[src/rtl/conv3x3_window_sched_if.sv]
// Handshake and tap bundle between the frame sequencer and its neighbours:
// the pixel source, the 3x3 conv datapath and the frame controller.
interface conv3x3_window_sched_if #(
    parameter int DATA_WIDTH = 32
);
    logic                  start;
    logic [DATA_WIDTH-1:0] pix_in;
    logic                  pix_valid;
    logic                  pix_ready;
    logic [DATA_WIDTH-1:0] win0;
    logic [DATA_WIDTH-1:0] win1;
    logic [DATA_WIDTH-1:0] win2;
    logic [DATA_WIDTH-1:0] win3;
    logic [DATA_WIDTH-1:0] win4;
    logic [DATA_WIDTH-1:0] win5;
    logic [DATA_WIDTH-1:0] win6;
    logic [DATA_WIDTH-1:0] win7;
    logic [DATA_WIDTH-1:0] win8;
    logic                  win_valid;
    logic                  res_valid;
    logic                  busy;
    logic                  frame_done;

    // Environment side: drives pixels, start and conv results.
    modport master (
        output start, pix_in, pix_valid, res_valid,
        input  pix_ready, win0, win1, win2, win3, win4, win5, win6, win7, win8,
        input  win_valid, busy, frame_done
    );

    // Sequencer side.
    modport slave (
        input  start, pix_in, pix_valid, res_valid,
        output pix_ready, win0, win1, win2, win3, win4, win5, win6, win7, win8,
        output win_valid, busy, frame_done
    );
endinterface

[src/rtl/conv3x3_window_sched.sv]
// Frame sequencer for the 3x3 convolution pipeline: buffers two image lines,
// forms a sliding 3x3 window over a row-major pixel stream, issues one window
// per fully-interior position and counts returned results to close the frame.
module conv3x3_window_sched #(
    parameter int DATA_WIDTH = 32,
    parameter int IMG_W      = 8,
    parameter int IMG_H      = 8,
    parameter int CONV_LAT   = 5
) (
    input  logic                    clk,
    input  logic                    rst,
    conv3x3_window_sched_if.slave   bus
);

    localparam int CW        = $clog2(IMG_W);
    localparam int RW        = $clog2(IMG_H);
    localparam int RES_TOTAL = (IMG_W - 2) * (IMG_H - 2);
    localparam int RES_W     = $clog2(RES_TOTAL + 1);

    localparam logic [CW-1:0]    COL_LAST = CW'(IMG_W - 1);
    localparam logic [CW-1:0]    COL_TWO  = CW'(2);
    localparam logic [RW-1:0]    ROW_LAST = RW'(IMG_H - 1);
    localparam logic [RW-1:0]    ROW_TWO  = RW'(2);
    localparam logic [RES_W-1:0] RES_MAX  = RES_W'(RES_TOTAL);

    // Reject geometries the window logic cannot handle.
    if (IMG_W < 3 || IMG_W > 1024 || IMG_H < 3 || IMG_H > 1024 || CONV_LAT < 1) begin : g_param_check
        $error("conv3x3_window_sched: IMG_W/IMG_H must be 3..1024 and CONV_LAT >= 1");
    end

    typedef enum logic [1:0] {
        S_IDLE  = 2'd0,
        S_RUN   = 2'd1,
        S_DRAIN = 2'd2,
        S_DONE  = 2'd3
    } state_t;

    state_t                  state_q, state_d;
    logic [CW-1:0]           col_q, col_d;
    logic [RW-1:0]           row_q, row_d;
    logic [RES_W-1:0]        res_cnt_q, res_cnt_d;
    logic [DATA_WIDTH-1:0]   win_q [0:8];
    logic [DATA_WIDTH-1:0]   win_d [0:8];
    logic                    win_valid_q, win_valid_d;

    // Line buffers: linebuf0 holds the previous row, linebuf1 the row above it.
    // Not reset; stale contents never reach a valid window because win_valid
    // needs row >= 2.
    logic [DATA_WIDTH-1:0]   linebuf0_q [0:IMG_W-1];
    logic [DATA_WIDTH-1:0]   linebuf1_q [0:IMG_W-1];

    logic                    accept;
    logic                    last_pix;
    logic                    res_take;
    logic                    frame_start;
    logic [DATA_WIDTH-1:0]   lb0_rd;
    logic [DATA_WIDTH-1:0]   lb1_rd;
    logic                    pix_ready_o;
    logic                    busy_o;
    logic                    frame_done_o;

    // Handshake qualifiers shared by the FSM, counters and window.
    always_comb begin
        frame_start = (state_q == S_IDLE) && bus.start;
        accept      = (state_q == S_RUN) && bus.pix_valid;
        last_pix    = (row_q == ROW_LAST) && (col_q == COL_LAST);
        // Results only count while a frame is in flight; extras saturate.
        res_take    = ((state_q == S_RUN) || (state_q == S_DRAIN)) &&
                      bus.res_valid && (res_cnt_q != RES_MAX);
    end

    // FSM state register.
    always_ff @(posedge clk) begin
        if (rst) begin
            state_q <= S_IDLE;
        end else begin
            state_q <= state_d;
        end
    end

    // FSM next-state logic; DRAIN exits on the count including this cycle's result.
    always_comb begin
        state_d = state_q;
        case (state_q)
            S_IDLE:  if (bus.start)              state_d = S_RUN;
            S_RUN:   if (accept && last_pix)     state_d = S_DRAIN;
            S_DRAIN: if (res_cnt_d == RES_MAX)   state_d = S_DONE;
            S_DONE:                              state_d = S_IDLE;
            default:                             state_d = S_IDLE;
        endcase
    end

    // FSM outputs decoded from the current state.
    always_comb begin
        pix_ready_o  = 1'b0;
        busy_o       = 1'b0;
        frame_done_o = 1'b0;
        case (state_q)
            S_IDLE:  ;
            S_RUN:   begin pix_ready_o = 1'b1; busy_o = 1'b1; end
            S_DRAIN: busy_o = 1'b1;
            S_DONE:  begin busy_o = 1'b1; frame_done_o = 1'b1; end
            default: ;
        endcase
    end

    // Column/row position of the next pixel and the returned-result count.
    always_comb begin
        col_d     = col_q;
        row_d     = row_q;
        res_cnt_d = res_cnt_q;
        if (frame_start) begin
            col_d     = '0;
            row_d     = '0;
            res_cnt_d = '0;
        end else begin
            if (accept) begin
                if (col_q == COL_LAST) begin
                    col_d = '0;
                    row_d = (row_q == ROW_LAST) ? '0 : row_q + RW'(1);
                end else begin
                    col_d = col_q + CW'(1);
                end
            end
            if (res_take) begin
                res_cnt_d = res_cnt_q + RES_W'(1);
            end
        end
    end

    // Shift the window left on each accepted pixel and flag interior positions.
    always_comb begin
        win_d       = win_q;
        win_valid_d = 1'b0;
        lb0_rd      = linebuf0_q[col_q];
        lb1_rd      = linebuf1_q[col_q];
        if (accept) begin
            win_d[0]    = win_q[1];
            win_d[1]    = win_q[2];
            win_d[2]    = lb1_rd;
            win_d[3]    = win_q[4];
            win_d[4]    = win_q[5];
            win_d[5]    = lb0_rd;
            win_d[6]    = win_q[7];
            win_d[7]    = win_q[8];
            win_d[8]    = bus.pix_in;
            win_valid_d = (row_q >= ROW_TWO) && (col_q >= COL_TWO);
        end
    end

    // Counter, window and strobe registers.
    always_ff @(posedge clk) begin
        if (rst) begin
            col_q       <= '0;
            row_q       <= '0;
            res_cnt_q   <= '0;
            win_valid_q <= 1'b0;
            win_q       <= '{default: '0};
        end else begin
            col_q       <= col_d;
            row_q       <= row_d;
            res_cnt_q   <= res_cnt_d;
            win_valid_q <= win_valid_d;
            win_q       <= win_d;
        end
    end

    // Line buffer update: push the column down one line and store the new pixel.
    always_ff @(posedge clk) begin
        if (accept) begin
            linebuf1_q[col_q] <= linebuf0_q[col_q];
            linebuf0_q[col_q] <= bus.pix_in;
        end
    end

    assign bus.pix_ready  = pix_ready_o;
    assign bus.busy       = busy_o;
    assign bus.frame_done = frame_done_o;
    assign bus.win_valid  = win_valid_q;
    assign bus.win0       = win_q[0];
    assign bus.win1       = win_q[1];
    assign bus.win2       = win_q[2];
    assign bus.win3       = win_q[3];
    assign bus.win4       = win_q[4];
    assign bus.win5       = win_q[5];
    assign bus.win6       = win_q[6];
    assign bus.win7       = win_q[7];
    assign bus.win8       = win_q[8];

endmodule

[src/flat_wrapper.sv]
// flat-port wrapper written by rule: the top's interface ports become plain ports
module conv3x3_window_sched_flat 
#(
    parameter int DATA_WIDTH = 32,
    parameter int IMG_W      = 8,
    parameter int IMG_H      = 8,
    parameter int CONV_LAT   = 5
)
  (clk, rst, bus_start, bus_pix_in, bus_pix_valid, bus_res_valid, bus_pix_ready, bus_win0, bus_win1, bus_win2, bus_win3, bus_win4, bus_win5, bus_win6, bus_win7, bus_win8, bus_win_valid, bus_busy, bus_frame_done);
  conv3x3_window_sched_if #(.DATA_WIDTH(DATA_WIDTH)) bus_i ();
  input  logic clk;
  input  logic rst;
  input wire logic [$bits(bus_i.start)-1:0] bus_start;
  input wire logic [$bits(bus_i.pix_in)-1:0] bus_pix_in;
  input wire logic [$bits(bus_i.pix_valid)-1:0] bus_pix_valid;
  input wire logic [$bits(bus_i.res_valid)-1:0] bus_res_valid;
  output wire logic [$bits(bus_i.pix_ready)-1:0] bus_pix_ready;
  output wire logic [$bits(bus_i.win0)-1:0] bus_win0;
  output wire logic [$bits(bus_i.win1)-1:0] bus_win1;
  output wire logic [$bits(bus_i.win2)-1:0] bus_win2;
  output wire logic [$bits(bus_i.win3)-1:0] bus_win3;
  output wire logic [$bits(bus_i.win4)-1:0] bus_win4;
  output wire logic [$bits(bus_i.win5)-1:0] bus_win5;
  output wire logic [$bits(bus_i.win6)-1:0] bus_win6;
  output wire logic [$bits(bus_i.win7)-1:0] bus_win7;
  output wire logic [$bits(bus_i.win8)-1:0] bus_win8;
  output wire logic [$bits(bus_i.win_valid)-1:0] bus_win_valid;
  output wire logic [$bits(bus_i.busy)-1:0] bus_busy;
  output wire logic [$bits(bus_i.frame_done)-1:0] bus_frame_done;
  assign bus_i.start = bus_start;
  assign bus_i.pix_in = bus_pix_in;
  assign bus_i.pix_valid = bus_pix_valid;
  assign bus_i.res_valid = bus_res_valid;
  assign bus_pix_ready = bus_i.pix_ready;
  assign bus_win0 = bus_i.win0;
  assign bus_win1 = bus_i.win1;
  assign bus_win2 = bus_i.win2;
  assign bus_win3 = bus_i.win3;
  assign bus_win4 = bus_i.win4;
  assign bus_win5 = bus_i.win5;
  assign bus_win6 = bus_i.win6;
  assign bus_win7 = bus_i.win7;
  assign bus_win8 = bus_i.win8;
  assign bus_win_valid = bus_i.win_valid;
  assign bus_busy = bus_i.busy;
  assign bus_frame_done = bus_i.frame_done;
  conv3x3_window_sched #(.DATA_WIDTH(DATA_WIDTH), .IMG_W(IMG_W), .IMG_H(IMG_H), .CONV_LAT(CONV_LAT)) u_core (.clk(clk), .rst(rst), .bus(bus_i));
endmodule
[config.mk]
export PLATFORM = sky130hd
export DESIGN_NAME = conv3x3_window_sched_flat
export DESIGN_NICKNAME = d
export VERILOG_FILES = /design/src/rtl/conv3x3_window_sched_if.sv /design/src/rtl/conv3x3_window_sched.sv /design/src/flat_wrapper.sv
export SDC_FILE = /design/constraint.sdc
export NUM_CORES = 1
export LEC_CHECK = 0
export CAP_MARGIN = 5
export CORE_MARGIN = 10
export CORE_UTILIZATION = 54
export CTS_BUF_LIST = sky130_fd_sc_hd__clkbuf_4
export CTS_CLUSTER_SIZE = 30
export DETAILED_ROUTE_END_ITERATION = 12
export HOLD_SLACK_MARGIN = 0.1
export PLACE_DENSITY = 0.77
export SYNTH_ARGS = -nofsm -noshare
export SYNTH_HDL_FRONTEND = slang
export SYNTH_SLANG_ARGS = --single-unit
[constraint.sdc]
create_clock -name clk -period 16.36 [get_ports clk]
set_clock_uncertainty 0.15 [all_clocks]
set_input_delay 3.272 -clock clk [delete_from_list [all_inputs] [get_ports clk]]
set_output_delay 3.272 -clock clk [all_outputs]
set_load 0.01 [all_outputs]
==> results.yml <==
placed_design:
  dpl.hpwl_mm: 42.18
  finalWeightedCongestion: 0.8047
  portBuffers: 328
clock_tree:
  clock-sinks: 818
  cts-root-buf: "clkbuf_4"
  path_clk_slew_ns: 0.06
  cts_tree: "done"
  ctsResizeCount: 0
  cts_setup_buffers: 0
  htree_levels: 4
  clk-insertion-delay-late_ns: 1.01
  clock_path_buffers: 3
  cts_buffers: 197
  holdBufCountCts: 0
power_and_ir_drop:
  p_per_area_nw_per_um2: 127.4
  p_leak_nw: 11.63
  vdd_drop_max_mv: 0.07453
grt:
  grt_overflow: 0
  grt_pass1_vias: 18756
  antenna_found_initial: 2
  grt_pass1_wl_mm: 107.2
  grt_usage_pct: 21.34
  grt_max_degree: 119
timing:
  fin_crit_sh_pct: 36.11
  rsz0062_at_grt: "false"
  finalMaxSlewViolations: 0
  worst_pin_slew_ns: 1.216
  clock.fmax_mhz: 169.3
  slew_headroom_pct: 18.96
  final.setup.tns_ns: 0
  setup_viol: 0
  layout_min_cycle_time_ns: 5.907
  fin_hold_ws_ns: 0.2977
  hold_viol: 0
drt:
  drc: 0
  dr.pass1.iters: 5
  num_vias: 18652
  drt_iter0_markers: 1391
  ant_nets: 0
  drt-total-wl_mm: 69.03
  wl_per_cell_um: 20.41
  via_per_inst: 5.513
setup_path:
  cp.arrival_ns: 6.38
  crit_path_start_kind: "primary input"
  critPathRequiredTime_ns: 16.83
  critPathKind: "primary input to flip-flop"
  cp_max_fo: 70
  end_kind: "flip-flop"
die:
  pin_count: 329
  core_area_um2: 54880
  die_h_um: 255.1
  die_width_um: 255.1
  initial_core_util_pct: 54.41
  die_area_um2: 65100
  rows: 86
synthesis:
  synth_area_leaders: "edfxtp_1 51%, dfxtp_1 21%, mux4_2 9.7%"
  synth_top_area_share_pct: 51.49
  synth_cell_types: 39
  syn_nets: 2163
  synthArstFlopShare_pct: 0
  yosys.area.top_type: "edfxtp_1"
  synth_seq_cells: 818
  synth_edf_count: 512
  synth_ff_type: "edfxtp_1"
  syn_area_um2: 29860
  yosys_warnings: 0
  postSynthCellCount: 2113
  ys_seq_area_share_pct: 72.01
  syn_avg_cell_area_um2: 14.13
final_layout:
  final_common_cell: "nand2_1"
  drive_gt1_share_pct: 19.60
  nets: 2576
  final_cell_mix: "523 x nand2_1, 512 x edfxtp_1, 327 x clkdlybuf4s50_1"
  area_growth_pct: 21.19
worst_hold_path:
  holdCritPathClass: "flip-flop to flip-flop"
status:
  status: "finished clean"
run:
  cap_violations: 0
layer usage:
metal | vias up | GRT usage [%] | wire length (µm)
met5 | - | 0 | 0
met4 | 0 | 7.684 | 1265
met3 | 90 | 7.025 | 6744
met2 | 754 | 32.71 | 32160
met1 | 9184 | 28.19 | 28870
li1 | 8624 | - | -
flip-flops by register name, summed over array words and instances (netlist names), 6 cells and up, named ones only:
name and flops:
u_core.linebuf1_q 256, u_core.bus.win5 32, u_core.bus.win3 32, u_core.bus.win4 32
u_core.bus.win1 32, u_core.bus.win8 32, u_core.linebuf0_q 256, u_core.bus.win6 32
u_core.bus.win7 32, u_core.bus.win0 32, u_core.bus.win2 32, u_core.res_cnt_q 6
final cells by class:
| cell class | instances | area (µm²) |
|---|---|---|
| clock buffers | 297 | 2230 |
| well taps | 704 | 880.8 |
| clock inverters | 50 | 284.0 |
| inverters | 9 | 33.78 |
| diodes | 5 | 12.51 |
| multi-input cells | 1146 | 7745 |
| repair buffers | 354 | 3483 |
| flip-flops and latches | 818 | 21510 |
| fillers | 3842 | 18690 |
path summary, 6_finish.rpt:
path                                    start                           endpoint  slack (ns)  cells after the start
max                             bus_pix_valid  u_core.linebuf0_q[5][5]$_DFFE_PP_       10.45                      5
min          u_core.bus.win4[14]$_SDFFE_PP0P_   u_core.bus.win3[14]$_SDFFE_PP0P_        0.30                      2
max reg2reg    u_core.state_q[1]$_SDFFE_PP0P_  u_core.linebuf0_q[5][5]$_DFFE_PP_       12.48                      6
min reg2reg  u_core.bus.win4[14]$_SDFFE_PP0P_   u_core.bus.win3[14]$_SDFFE_PP0P_        0.30                      2
cells in the mapped netlist (2+ instances only):
| master | n |
|---|---|
| mux4_2 | 128 |
| mux2_2 | 32 |
| nor2_1 | 110 |
| inv_1 | 8 |
| dfxtp_1 | 306 |
| nor4_1 | 3 |
| a311oi_1 | 33 |
| nor3_1 | 41 |
| nand3_1 | 5 |
| ha_1 | 13 |
| a21oi_1 | 232 |
| buf_4 | 6 |
| a31oi_1 | 2 |
| mux2i_1 | 2 |
| edfxtp_1 | 512 |
| xnor2_1 | 2 |
| xor2_1 | 2 |
| clkbuf_1 | 88 |
| buf_6 | 7 |
| nor3b_1 | 2 |
| o21ai_0 | 2 |
| buf_1 | 10 |
| nand2_1 | 524 |
| buf_2 | 28 |
cells by family after synthesis:
group                      Yosys count  share of synthesized area, %
AOI/OAI and AO/OA                  276                         5.163
xor gates and xnor gates             4                        0.1174
adders and majority gates           13                        0.5448
buffers and inverters              149                         2.246
DFF                                818                         72.01
muxes                              162                         10.93
and+or+nand+nor                    691                         8.989
stage by stage:
step | instance area, µm² | power (mW) | std cells | util [%] | setup slack, ns
2_1_floorplan | 29860 | 2.756 | 2113 | - | 5.718
3_3_place_gp | 33660 | 2.987 | 3031 | 61.33 | 9.450
3_5_place_dp | 33660 | 3.010 | 3031 | 61.33 | 9.373
4_1_cts | 36170 | 4.660 | 3378 | 65.91 | 10.44
5_1_grt | 36180 | 4.834 | 3382 | 65.93 | 10.28
6_report | 36180 | 4.609 | 3383 | 65.93 | 10.45
worst max-delay path, cell delays in order:
cell	delay, ns
clkdlybuf4s50_1	0.54
and2_4	0.64
nand2_1	0.40
nor2_4	0.86
buf_4	0.61
power breakdown:
group          total [mW]  switching [mW]  internal [mW]
clock                1.65           0.773          0.873
sequential           2.38          0.0708           2.31
combinational       0.588           0.367          0.221
total                4.61            1.21           3.40
(Power assumes the default switching activity.)
==> patch: new RTL, same flow settings <==
Re-encode `state_t` (4 states) as one-hot, 4 bits wide.
--- a/src/rtl/conv3x3_window_sched.sv
+++ b/src/rtl/conv3x3_window_sched.sv
@@ -28,11 +28,11 @@
         $error("conv3x3_window_sched: IMG_W/IMG_H must be 3..1024 and CONV_LAT >= 1");
     end
 
-    typedef enum logic [1:0] {
-        S_IDLE  = 2'd0,
-        S_RUN   = 2'd1,
-        S_DRAIN = 2'd2,
-        S_DONE  = 2'd3
+    typedef enum logic [3:0] {
+        S_IDLE  = 4'b0001,
+        S_RUN   = 4'b0010,
+        S_DRAIN = 4'b0100,
+        S_DONE  = 4'b1000
     } state_t;
 
     state_t                  state_q, state_d;
Behaviour: same outputs for any inputs over 4 cycles, from zero or initial values and one cycle with rst high; so few cycles prove little.
==> patch against the unedited design <==
- worst hold slack gained 4.8 ps
- first-iteration DRC count up 14%
- synthesized area grew 0.17%
- worst setup slack worse by 210 ps
- wire length increased by 2.6%
- cell area is 0.19% higher
- fmax decreased by 3.4%
- count of clock-buffer cells in the layout up 8
- via count grew 0.98%
- sequential cell count rose by 2
- die area rose by 0.16%
- critical path type is now flip-flop to primary output
- largest cell class unchanged
Power is not compared: it rests on default switching activity, and its combinational part moved more than twofold at a synthesized area within 25%.
==> patch: results <==
group,metric,value,unit
run_status,status,"finished clean",
sta,maxSlewHeadroom,23.2,%
setup_path,r2r_cells,5,
finish,final_layout_size_suffix_gt1_share,19.1,%
sta,worst_hold_slack,303,ps
synthesis,yosys-top-cells-area,"edfxtp_1 51%, dfxtp_1 21%, mux4_2 9.6%",
synthesis,synth_compound_area_share,5.20,%
setup_path,path_max_fanout,12,
routing,drt-wirelength-per-cell,20.7,um
place,dp_hpwl,43100,um
routing,wl_met3,6990,um
setup_path,r2r_end,"u_core.linebuf0_q[4][2]$_DFFE_PP_",
place,pre_cts_ws,10210,ps
global_route,grt_max_degree,216,
setup_path,startpoint_type,"flip-flop",
synthesis,seq_area_frac_synth,72.0,%
routing,totalWireLength,70900,um
global_route,grtUsageMet3,8.15,%
routing,met2WireLength,33200,um
global_route,track_usage,21.6,%
synthesis,muxShareOfSynthArea,10.9,%
setup_path,r2r_slack,12950,ps
routing,wl_met1,28800,um
hold_path,holdCritStartpoint,"u_core.bus.win3[19]$_SDFFE_PP0P_",
synthesis,synth_xor_xnor_area_share,0.142,%
global_route,use_met2,32.7,%
global_route,grt_pass1_vias,19200,
routing,via_per_inst,5.50,
clocking,cts-buffers-inserted,196,
synthesis,synth_fp_nets,2169,
place,placed_area,33800,um2
setup_path,crit_start,"u_core.state_q[0]$_SDFFE_PP1P_",
global_route,grt_use_met1,27.5,%
synthesis,synth_fa_ha_area_share,0.335,%
global_route,grt_pass1_wl,110000,um
## patch: cell types whose count changed in the layout (fill, tap and decap cells not counted), sizes merged, moves of 2 or more
cell,before,now
clkbuf,297,305
bufinv,3,1
buf,27,22
nand2,524,526
nor2,110,113
nor4b,0,3
clkinv,41,36
xnor2,2,4
xor2,2,0
ha,13,8
a211oi,1,3
inv,14,8
dfxtp,306,308
o22ai,0,2
## patch: worst max-delay path: stages (launching register included)
cell and delay [ps]:
dfxtp_1 420, nor4b_2 620, clkdlybuf4s50_1 670
## patch: layout make-up
cell class | count | area, um2 | area share, %
inverter | 8 | 30.0 | 0.0828
antenna | 6 | 15.0 | 0.0414
sequential | 820 | 21600 | 59.4
clock inverter | 37 | 166 | 0.459
clock buffer | 305 | 2290 | 6.32
tap | 748 | 936 | 2.58
timing repair buffer | 349 | 3470 | 9.57
multi-input combinational | 1154 | 7790 | 21.5
## patch: power breakdown
part	internal (mW)	switching, mW
clock network	0.854	0.763
logic	0.0265	0.0493
registers	2.19	0.00613
total	3.07	0.818
